### src/rtl/jh512_padder.sv
// JH512 message padder: packs 64-bit words into 512-bit blocks and emits them as four 128-bit beats.
// Optional block counter output enabled by defining JH512_PADDER_BLKCNT_EN.
module jh512_padder #(
   parameter int LEN_W = 64
) (
   input  logic          clk,
   input  logic          rst_n,
   input  logic          in_valid,
   output logic          in_ready,
   input  logic [63:0]   in_data,
   input  logic [3:0]    in_bytes,
   input  logic          in_last,
   output logic          out_valid,
   input  logic          out_ready,
   output logic [127:0]  out_data,
   output logic [1:0]    out_beat,
   output logic          out_msg_first,
   output logic          out_blk_last
`ifdef JH512_PADDER_BLKCNT_EN
   ,
   output logic [31:0]   blk_count
`endif
);

   typedef enum logic [1:0] {FILL, PAD, EMIT, LENBLK} state_t;

   state_t             state;
   state_t             state_nxt;
   logic [511:0]       blk;
   logic [2:0]         wi;
   logic [LEN_W-1:0]   cnt;
   logic               msg_first;
   logic               need80;
   logic               len_pending;
   logic               blk_last;
   logic [1:0]         beat;
   logic [5:0]         pad_off;

   logic               in_fire;
   logic               out_fire;
   logic               beat_done;
   logic [6:0]         off;
   logic [63:0]        word_masked;
   logic [127:0]       len_bits;

   assign in_fire   = (state == FILL) && in_valid;
   assign out_fire  = (state == EMIT) && out_ready;
   assign beat_done = out_fire && (beat == 2'd3);
   assign off       = {1'b0, wi, 3'b000} + {3'b000, in_bytes};
   assign len_bits  = 128'({cnt, 3'b000});

   // Bytes past the valid count are forced to zero so stale data never leaks into a block
   always_comb begin
      word_masked = '0;
      for (int b = 0; b < 8; b++) begin
         if (4'(b) < in_bytes)
            word_masked[63-8*b -: 8] = in_data[63-8*b -: 8];
      end
   end

   always_ff @(posedge clk or negedge rst_n) begin
      if (!rst_n)
         state <= FILL;
      else
         state <= state_nxt;
   end

   always_comb begin
      state_nxt = state;
      case (state)
         FILL: begin
            if (in_valid) begin
               if (in_last) begin
                  if (off == 7'd64)
                     state_nxt = EMIT;
                  else if (off == 7'd0)
                     state_nxt = LENBLK;
                  else
                     state_nxt = PAD;
               end else if (wi == 3'd7) begin
                  state_nxt = EMIT;
               end
            end
         end
         PAD:    state_nxt = EMIT;
         EMIT: begin
            if (beat_done) begin
               if (blk_last)
                  state_nxt = FILL;
               else if (len_pending)
                  state_nxt = LENBLK;
               else
                  state_nxt = FILL;
            end
         end
         LENBLK: state_nxt = EMIT;
         default: state_nxt = FILL;
      endcase
   end

   always_comb begin
      in_ready      = (state == FILL);
      out_valid     = (state == EMIT);
      out_beat      = '0;
      out_data      = '0;
      out_msg_first = 1'b0;
      out_blk_last  = 1'b0;
      if (state == EMIT) begin
         out_beat      = beat;
         out_msg_first = msg_first;
         out_blk_last  = blk_last;
         case (beat)
            2'd0:    out_data = blk[511:384];
            2'd1:    out_data = blk[383:256];
            2'd2:    out_data = blk[255:128];
            default: out_data = blk[127:0];
         endcase
      end
   end

   // Every last word leaves a length block pending; the empty message skips straight to it
   always_ff @(posedge clk or negedge rst_n) begin
      if (!rst_n) begin
         blk         <= '0;
         wi          <= '0;
         cnt         <= '0;
         msg_first   <= 1'b1;
         need80      <= 1'b0;
         len_pending <= 1'b0;
         blk_last    <= 1'b0;
         beat        <= '0;
         pad_off     <= '0;
      end else begin
         case (state)
            FILL: begin
               if (in_fire) begin
                  blk[{~wi, 6'h3f} -: 64] <= word_masked;
                  cnt         <= cnt + LEN_W'(in_bytes);
                  wi          <= wi + 3'd1;
                  blk_last    <= 1'b0;
                  len_pending <= in_last;
                  if (in_last) begin
                     wi      <= '0;
                     pad_off <= off[5:0];
                     need80  <= (off == 7'd64) || (off == 7'd0);
                  end
               end
            end
            PAD: begin
               for (int b = 0; b < 64; b++) begin
                  if (6'(b) == pad_off)
                     blk[511-8*b -: 8] <= 8'h80;
                  else if (6'(b) > pad_off)
                     blk[511-8*b -: 8] <= 8'h00;
               end
            end
            EMIT: begin
               if (out_fire) begin
                  beat <= beat + 2'd1;
                  if (beat == 2'd3) begin
                     msg_first <= 1'b0;
                     if (blk_last) begin
                        cnt       <= '0;
                        wi        <= '0;
                        msg_first <= 1'b1;
                        blk_last  <= 1'b0;
                     end else if (len_pending) begin
                        len_pending <= 1'b0;
                     end
                  end
               end
            end
            LENBLK: begin
               blk      <= {(need80 ? 8'h80 : 8'h00), 376'b0, len_bits};
               blk_last <= 1'b1;
            end
            default: ;
         endcase
      end
   end

`ifdef JH512_PADDER_BLKCNT_EN
   always_ff @(posedge clk or negedge rst_n) begin
      if (!rst_n)
         blk_count <= '0;
      else if (beat_done)
         blk_count <= blk_count + 32'd1;
   end
`endif

endmodule

### config.mk
export PLATFORM = sky130hd
export DESIGN_NAME = jh512_padder
export DESIGN_NICKNAME = d
export VERILOG_FILES = /design/src/rtl/jh512_padder.sv
export SDC_FILE = /design/constraint.sdc
export NUM_CORES = 1
export LEC_CHECK = 0
export ABC_CLOCK_PERIOD_IN_PS = 2400
export CORE_ASPECT_RATIO = 1.75
export CORE_UTILIZATION = 30
export CTS_CLUSTER_SIZE = 40
export DETAILED_ROUTE_END_ITERATION = 8
export DONT_BUFFER_PORTS = 1
export SLEW_MARGIN = 30
export SYNTH_ARGS = -nofsm -noshare
export SYNTH_HDL_FRONTEND = slang
export SYNTH_SLANG_ARGS = --single-unit
export TNS_END_PERCENT = 5
### constraint.sdc
create_clock -name clk -period 2.4 [get_ports clk]
set_input_delay 0.12 -clock clk [delete_from_list [all_inputs] [get_ports clk]]
set_output_delay 0.12 -clock clk [all_outputs]
set_load 0.1 [all_outputs]
==> metrics <==
Mapped Cells=3176; PD cells=1110 nW/um^2; DP Area=34300 sq um; clk sinks=593; Vias/cell=5.71; fmax=0.355 GHz; Mean Syn Cell Area=8.92 sq um; final instance area=38200 sq um; top cell type's share of synthesized area=52.3%; gr usage total=23.2%; maximum vdd drop=0.745 mV; dpl cells=4549; Final Hold Viols=0; Clock Power Share=22.5%; CP Class=flop to output port; Comb power frac=46.8%; sequential element share of the synthesized area=52.4%; Post-DP HPWL=78800 um; die width=234 um; Crit path arrival time=2.69 ns; DIE HEIGHT=409 um; Core ar.=93300 sq um; Top FF cell, synth=dfrtp_1; worst hold path class=input port to flop; crit-path most repeated cell=buf_12; final setup violation count=135; worst-case clock buffer depth=3; IO buf count=0; Final min period=2.81 ns; synth cell count leaders=dfrtp_1, nand2_1, o21ai_0; Reg power frac=30.6%; Post-synth EDFFs=0; initial DRC count=2898; Synth Net Count=3266; clock latency on the worst-skew pair=0.62 ns; drt first pass iters=9; CP Cell Sequence=buf_6, ha_4, buf_12, a222oi_1, nor2_1, a21oi_1, buf_4, nor2_4, buf_12; outcome=complete, but fails checks; Setup WS post-layout=-0.414 ns; FFs w/ async S/R, synth=100%; area grow syn2layout=34.9%; initial cell density of the core=30.4%; sw frac=43.7%; DRC errors left=0; maximum fanout along the worst path=22; CTS tree=yes; setup tns final=-35.50 ns; Yosys top cell by area=dfrtp_1; Clk pin slew, worst setup/hold paths=0.07 ns; Rel. slew slack=33.2%; cts bufs inserted=52; final core utilization=40.9%; fin crit share=117%; met1 wire length=43800 um; Largest stage delay, worst path=0.50 ns; Least-Margin Pin Slew=0.995 ns; final wirelength=114000 um; vias in the first global route=26.8k; global-route wire length before repair=169000 um; pin count of the biggest net entering global routing=594; most common cell in the synthesized netlist=dfrtp_1; Worst EP required=2.28 ns; routability cong.=1.00; Syn. warnings=0; met3 wire len=7070 um; Core Rows=148; mapped cell area=28300 sq um; Die ar.=95700 sq um; Max-Cap Viols=0; H-Tree Level Count=2; antenna violations before repair=11; CP startpoint kind=flop; Via Count=27.2k; Crit-path slowest cell=a222oi_1; unrepaired setup endpoints after global routing=yes; P_sw=0.0185 W; Routed wire per std cell=24.0 um; Detail Route Antenna Nets=0; Pint=0.0239 W; Layout Skew=0.0156 ns; Max Slew Vio Count=0; Finished Layout Cells=4764; Leak=16.0 nW; critical path capture point type=output port; boundary pin count=207; total congestion overflow=0; metal2 WL=55800 um; share of layout cells above drive strength 1=23.7%; clock root buffer=clkbuf_16; synth top area cells=dfrtp_1, o21ai_0, nand2_1; final net count=3601; number of distinct library cells after synthesis=70; DR top layer=met5; #FFs+latches synth=593; failing checks=setup timing
==> metal layers <==
| layer | up-vias | track usage [%] |
|---|---|---|
| li1 | 12096 | - |
| met1 | 13542 | 28.7 |
| met2 | 1242 | 38.0 |
| met3 | 312 | 2.69 |
| met4 | 4 | 14.7 |
| met5 | - | 0 |
==> critical path, delay by kind of cell, from the launching register on <==
family / cells / cell delay, ns
fa+ha+maj: 1 / 0.22
flops: 1 / 0.41
buf+inv: 4 / 0.65
compound gates: 2 / 0.63
simple gates: 2 / 0.14
==> cell families after synthesis <==
family                   Yosys count  share of synthesized area (%)
AO/OA/AOI/OAI                   1046                           22.9
XOR/XNOR                          17                          0.526
adder cells (fa/ha/maj)           17                          0.777
buffers and inverters            267                           3.62
flip-flops                       593                           52.4
multiplexers                      39                           1.51
AND/OR/NAND/NOR                 1197                           18.3
==> area by class of cell <==
type | instances | area (sq um)
flip-flops and latches | 593 | 14800
diodes | 10 | 25.0
well taps | 1200 | 1500
fillers | 9177 | 55100
multi-input cells | 2316 | 13400
inverters | 44 | 170
clock buffers | 70 | 1490
clock inverters | 27 | 425
repair buffers | 504 | 6370
==> worst paths after layout <==
check,start,endpoint,slack [ns],depth (start not counted)
min reg2reg,blk[105]$_DFFE_PN0P_,blk[105]$_DFFE_PN0P_,0.48,2
max reg2reg,cnt[0]$_DFFE_PN0P_,cnt[54]$_DFFE_PN0P_,-0.03,9
min,in_valid,cnt[1]$_DFFE_PN0P_,0.0006,4
max,beat[0]$_DFFE_PN0P_,out_data[21],-0.41,9
max in group asynchronous,rst_n,blk[108]$_DFFE_PN0P_,0.10,4
min in group asynchronous,rst_n,async pin,0.17,2
==> cell usage in the layout (no fill, tap or decap), drive strengths merged, types with 11 or more instances in the layout <==
| cell type | count |
|---|---|
| nor2 | 353 |
| nand2b | 20 |
| a222oi | 129 |
| o22ai | 13 |
| mux2 | 29 |
| inv | 47 |
| and2 | 22 |
| nand3 | 61 |
| ha | 16 |
| o31ai | 18 |
| buf | 426 |
| a21oi | 251 |
| dlygate4sd3 | 71 |
| xor2 | 11 |
| clkbuf | 76 |
| or4 | 24 |
| nand2 | 570 |
| or2 | 11 |
| o2bb2ai | 56 |
| a32oi | 28 |
| nand4 | 35 |
| and3 | 15 |
| nor3 | 31 |
| dfrtp | 592 |
| o21ai | 476 |
| or3 | 21 |
==> what timing repair did <==
item | CTS | global route
buffers inserted | 19 | 6
endpoints found under the setup margin | 144 | 205
hold buffers | 70 | 2
cloned | 1 | 6
hold endpoints to repair | 1032 | 157
pin swaps | 64 | 71
resized for setup | 74 | 106
==> through the flow <==
| stage | setup slack [ns] | hold WS, ns | power (W) |
|---|---|---|---|
| 3_5_place_dp | -0.0200 | -0.142 | 0.0305 |
| 6_report | -0.414 | 0.000650 | 0.0424 |
| 5_1_grt | -0.499 | 0.0366 | 0.0440 |
| 3_3_place_gp | -0.0202 | -0.142 | 0.0303 |
| 4_1_cts | -0.402 | -0.785 | 0.0411 |
| 2_1_floorplan | -0.452 | -0.176 | 0.0223 |
==> power groups by stage <==
stage               registers [W]  logic [W]  clock network, W
floorplan                  0.0127    0.00955                 0
global placement           0.0130     0.0172                 0
detailed placement         0.0131     0.0174                 0
CTS                        0.0129     0.0185           0.00965
global route               0.0132     0.0209            0.0100
finish                     0.0130     0.0198           0.00956
Note: power is estimated with default switching activity, not from simulation.
